--- config.mk ---
export PLATFORM = sky130hd
export DESIGN_NAME = subsample_8x8
export DESIGN_NICKNAME = d
export VERILOG_FILES = /design/src/rtl/subsample_8x8.sv
export SDC_FILE = /design/constraint.sdc
export NUM_CORES = 2
export LEC_CHECK = 0
export ABC_AREA = 1
export CELL_PAD_IN_SITES_DETAIL_PLACEMENT = 1
export CELL_PAD_IN_SITES_GLOBAL_PLACEMENT = 2
export CORE_UTILIZATION = 32
export CTS_CLUSTER_DIAMETER = 60
export CTS_CLUSTER_SIZE = 14
export DETAILED_ROUTE_END_ITERATION = 6
export PLACE_DENSITY_LB_ADDON = 0.1
export SLEW_MARGIN = 5
export SYNTH_ARGS = -nofsm -noshare
export SYNTH_HDL_FRONTEND = slang
export SYNTH_SLANG_ARGS = --single-unit
--- constraint.sdc ---
create_clock -name clock -period 6.6 [get_ports clock]
set_clock_uncertainty 0.05 [all_clocks]
set_input_delay 0.66 -clock clock [delete_from_list [all_inputs] [get_ports clock]]
set_output_delay 0.66 -clock clock [all_outputs]
set_load 0.02 [all_outputs]
--- src/rtl/subsample_8x8.sv ---
// subsample_8x8: 4:2:0 chroma downsampler for the encoder path.
// Each 16x16 chroma MCU arrives as four 8x8 blocks (TL, TR, BL, BR). Every
// 2x2 window is averaged with rounding into one quadrant of a single 8x8
// output block. Luma blocks pass straight through with the same latency.
// The channel tag is 2 bits wide, enough for three channels (Y, Cb, Cr).
module subsample_8x8 (
  input  logic                  clock,
  input  logic                  reset_n,
  input  logic [1:0]            ch,
  input  logic                  valid_in,
  input  logic [7:0][7:0][7:0]  block_in,
  output logic                  valid_out,
  output logic [7:0][7:0][7:0]  block_out,
  output logic [1:0]            ch_out
);

  localparam logic [1:0] CH_Y  = 2'b00;
  localparam logic [1:0] CH_CB = 2'b01;
  localparam logic [1:0] CH_CR = 2'b10;

  // State names give how many quadrants of the current group are staged.
  typedef enum logic [1:0] {
    EMPTY = 2'd0,
    Q1    = 2'd1,
    Q2    = 2'd2,
    Q3    = 2'd3
  } state_t;

  state_t                 state_q, state_d;
  logic [1:0]             grpCh_q, grpCh_d;
  logic [7:0][7:0][7:0]   staging_q, staging_d;
  logic [7:0][7:0][7:0]   blockOut_q, blockOut_d;
  logic [1:0]             chOut_q, chOut_d;
  logic                   validOut_q, validOut_d;

  logic [3:0][3:0][7:0]   quadAvg;
  logic [7:0][7:0][7:0]   merged;
  logic                   isChroma;
  logic                   startNew;
  logic [1:0]             quadSel;

  // The 10-bit window sum cannot overflow (4*255+2 = 1022), and after the
  // shift the result is at most 255, so no saturation is needed.
  for (genvar r = 0; r < 4; r++) begin : g_row
    for (genvar c = 0; c < 4; c++) begin : g_col
      logic [9:0] windowSum;
      assign windowSum = {2'b00, block_in[2*r][2*c]}
                       + {2'b00, block_in[2*r][2*c+1]}
                       + {2'b00, block_in[2*r+1][2*c]}
                       + {2'b00, block_in[2*r+1][2*c+1]}
                       + 10'd2;
      assign quadAvg[r][c] = windowSum[9:2];
    end
  end

  assign isChroma = (ch == CH_CB) || (ch == CH_CR);
  // A chroma block opens a fresh group when nothing is staged or when its
  // tag disagrees with the group in progress (the partial group is dropped).
  assign startNew = isChroma && ((state_q == EMPTY) || (ch != grpCh_q));
  assign quadSel  = startNew ? 2'd0 : state_q;

  // Overlay the freshly averaged quadrant onto the staged quadrants.
  always_comb begin
    merged = staging_q;
    for (int r = 0; r < 4; r++) begin
      for (int c = 0; c < 4; c++) begin
        merged[{quadSel[1], r[1:0]}][{quadSel[0], c[1:0]}] = quadAvg[r][c];
      end
    end
  end

  // Next-state: group sequencing, staging writes and output loads.
  always_comb begin
    state_d    = state_q;
    grpCh_d    = grpCh_q;
    staging_d  = staging_q;
    blockOut_d = blockOut_q;
    chOut_d    = chOut_q;
    validOut_d = 1'b0;
    if (valid_in) begin
      case (ch)
        CH_Y: begin
          blockOut_d = block_in;
          chOut_d    = CH_Y;
          validOut_d = 1'b1;
          state_d    = EMPTY;
        end
        CH_CB, CH_CR: begin
          if (startNew) begin
            staging_d = merged;
            grpCh_d   = ch;
            state_d   = Q1;
          end else if (state_q == Q3) begin
            blockOut_d = merged;
            chOut_d    = grpCh_q;
            validOut_d = 1'b1;
            state_d    = EMPTY;
          end else begin
            staging_d = merged;
            state_d   = (state_q == Q1) ? Q2 : Q3;
          end
        end
        default: begin
        end
      endcase
    end
  end

  // State and output registers with synchronous active-low reset.
  always_ff @(posedge clock) begin
    if (!reset_n) begin
      state_q    <= EMPTY;
      grpCh_q    <= 2'b00;
      staging_q  <= '0;
      blockOut_q <= '0;
      chOut_q    <= 2'b00;
      validOut_q <= 1'b0;
    end else begin
      state_q    <= state_d;
      grpCh_q    <= grpCh_d;
      staging_q  <= staging_d;
      blockOut_q <= blockOut_d;
      chOut_q    <= chOut_d;
      validOut_q <= validOut_d;
    end
  end

  assign valid_out = validOut_q;
  assign block_out = blockOut_q;
  assign ch_out    = chOut_q;

endmodule

==> impl_metrics.yaml <==
power:
  netSwitchingPower_mw: 11.6
  p_comb_frac: 0.417
  p_int_mw: 14.2
  p_leak_nw: 37.6
  p_sw_frac: 0.450
  power.density_nw_per_um2: 332
  seqPwrFrac: 0.271
  clkPwrFrac: 0.313
  worst_ir_drop_vdd_mv: 0.223
global_routing:
  grtUsageMet2: 0.538
  grt_pass1_vias: 65061
  grt_max_degree: 196
  grt_use_met3: 0.0627
  busiest_layer: "met2"
  overflow: 0
  grt_first_pass_wirelength_um: 481000
  grtUsageMet1: 0.460
  antenna_found_initial: 75
  grtUsageTotal: 0.349
floorplan:
  ioPinCount: 1032
  rows: 159
  design.die.area_um2: 192000
  core-area_um2: 188000
  dieWidth_um: 438
  initial_utilization: 0.323
  die_y_um: 438
worst_setup_path:
  r2r_slack_ps: 2980
  r2r_start: "state_q[1]$_SDFFE_PN0P_"
  crit_path_start: "block_in[370]"
  crit_fanout: 7
  crit_path_frequent_cell: "nand2_1"
  crit_type: "in2reg"
  cp_slowest_cell: "xnor2_2"
  worstSetupEndpointType: "flop"
  setup.worst_path.start_class: "primary input"
  critPathMaxStageDelay_ps: 1120
  arrival_ps: 4820
  critPathRequiredTime_ps: 7260
  path_delay_family: "adder cells"
  crit_chain: "clkdlybuf4s50_1, inv_1, fa_1, fa_1, inv_1, ha_1, a21oi_1, o21ai_0, xnor2_2, nand2_1, nand2_1, nand2_1, nand2_1, inv_1"
  worst-path-buf-inv: 4
timing:
  worst_slew_pin_slew_ps: 1420
  grt_setup_unrepaired: "false"
  hold_viol_final: 0
  finalSetupViolations: 0
  setup_ws_ps: 2430
  slew_headroom: 0.0513
  finalSetupTns_ps: 0
  holdWs_ps: 303
  min_period_ps: 4170
  slew_viol_final: 0
  timing.fmax_mhz: 240
  fin_crit_sh: 0.631
cts:
  ctsRootBufferMaster: "clkbuf_16"
  cts_htree_levels: 4
  clk_path_buf_depth: 3
  cts_setup_buffers: 0
  clock_sinks: 1031
  post_cts_resized: 0
  clock_latency_ps: 820
  cts_tree: "done"
  cts_made_buffers: 137
  clk_pin_slew_ps: 70
  postCtsHoldBufs: 0
yosys:
  synth_area_leaders: "dfxtp_1 34%, nand2_1 14%, a21oi_1 12%, inv_1 10%, fa_1 7.9%"
  yosys_warnings: 0
  synth.top_cell.area_share: 0.339
  yosys-top-cells-count: "2254 x nand2_1, 1623 x inv_1, 1419 x a21oi_1, 1031 x dfxtp_1, 756 x o21ai_0"
  yosysSeqAreaShare: 0.339
  synthCells: 9094
  synth-edff-count: 0
  async_reset_ff_frac: 0
  yosysUniqueCellTypes: 33
  yosysMostFrequentCell: "nand2_1"
  avgSynthCellArea_um2: 6.70
  netlist.top_cell.by_area: "dfxtp_1"
  syn_nets: 9997
  synth-seq-cells: 1031
  syn_area_um2: 60900
  synth_ff_type: "dfxtp_1"
detailed_routing:
  vias: 65742
  wl_per_cell_um: 27.7
  drt.antenna.violating_nets: 0
  routed_wl_um: 345000
  drc: 0
  drtIter0Drc: 5064
  firstDrtPassIters: 6
  routed_via_density: 5.28
finish:
  layoutNonFillerInstCount: 12451
  final_area_um2: 78000
  drive_above_1_share: 0.0398
  area_growth_pct: 28.1
  nets: 10713
status:
  status: "completed"
placement:
  dp_slack_ps: 1680
  numPortBuffers: 1031
  dpl.cell_count: 12166
  gp_congestion: 0.928
  placed_cell_area_um2: 73200
  dpl.hpwl_um: 257000
hold_path:
  hp-class: "in2reg"
  min_from: "reset_n"
flow_run:
  drv_cap: 0
==> layout by cell type, fill, tap and decap left out, drive strengths merged <==
| cell | instances |
|---|---|
| clkinvlp | 13 |
| o211ai | 34 |
| o21ai | 788 |
| nand4 | 2 |
| clkdlybuf4s50 | 1030 |
| nand2 | 2255 |
| xnor2 | 18 |
| diode | 36 |
| or2 | 32 |
| xor2 | 34 |
| clkbuf | 167 |
| fa | 240 |
| inv | 1659 |
| o21bai | 15 |
| nand3 | 576 |
| nand3b | 32 |
| a31oi | 21 |
| dfxtp | 1031 |
| nor2 | 240 |
| clkinv | 26 |
| ha | 146 |
| bufinv | 11 |
| buf | 86 |
| o21a | 30 |
| a21oi | 1420 |
| nor3 | 1 |
| a21o | 13 |
==> worst paths after layout <==
kind,cells after the start,end
min reg2reg,2,staging_q[290]$_SDFFE_PN0P_
min,3,staging_q[319]$_SDFFE_PN0P_
max,14,staging_q[409]$_SDFFE_PN0P_
max reg2reg,9,block_out[358]$_SDFFE_PN0P_
==> per-layer routing <==
layer / vias to the layer above / wire, um
li1: 30051 / -
met2: 2111 / 155000
met4: 20 / 18700
met5: - / 130
met1: 33033 / 151000
met3: 527 / 21200
==> tightest hold or removal path, delay by kind of cell <==
family | cells | cell delay [ps]
AND/OR/NAND/NOR | 1 | 150
buffers and inverters | 2 | 280
==> power by group through the flow <==
stage                     clock (mW)  sequential, mW  combinational [mW]
after CTS                       8.19            6.99                10.7
after floorplan                    0            7.32                4.90
after global routing            8.44            7.04                11.5
after global placement             0            7.11                10.5
after detailed placement           0            7.12                10.6
final                           8.09            7.00                10.8
==> cell families (layout without fill, tap and decap cells) <==
family | Yosys count | in the layout | synth area share
buf+inv | 2166 | 2992 | 0.140
xor+xnor | 52 | 52 | 0.00748
flops | 1031 | 1031 | 0.339
other cells | 0 | 36 | 0
simple gates | 3138 | 3138 | 0.210
compound gates | 2321 | 2321 | 0.195
fa+ha+maj | 386 | 386 | 0.109
==> state kept, by name, summed over array words and instances (netlist names) <==
signal,flops
block_out,512
ch_out,2
grpCh_q,2
staging_q,512
state_q,2
valid_out,1
==> final cells by class <==
cell class                      instances  area, um2
Antenna cell                           36       90.1
Clock buffer                          167       3800
Clock inverter                         82        947
Fill cell                           23445     110000
Inverter                             1627       6140
Multi-Input combinational cell       5897      32000
Sequential cell                      1031      20600
Tap cell                             2495       3120
Timing Repair Buffer                 1116      11300
==> through the flow <==
stage / total power, mW / util
after global placement: 17.6 / 0.388
after CTS: 25.9 / 0.414
after detailed placement: 17.8 / 0.388
final: 25.9 / 0.414
after floorplan: 12.2 / -
after global routing: 27.0 / 0.414
Power figures use the tool's default switching activity.
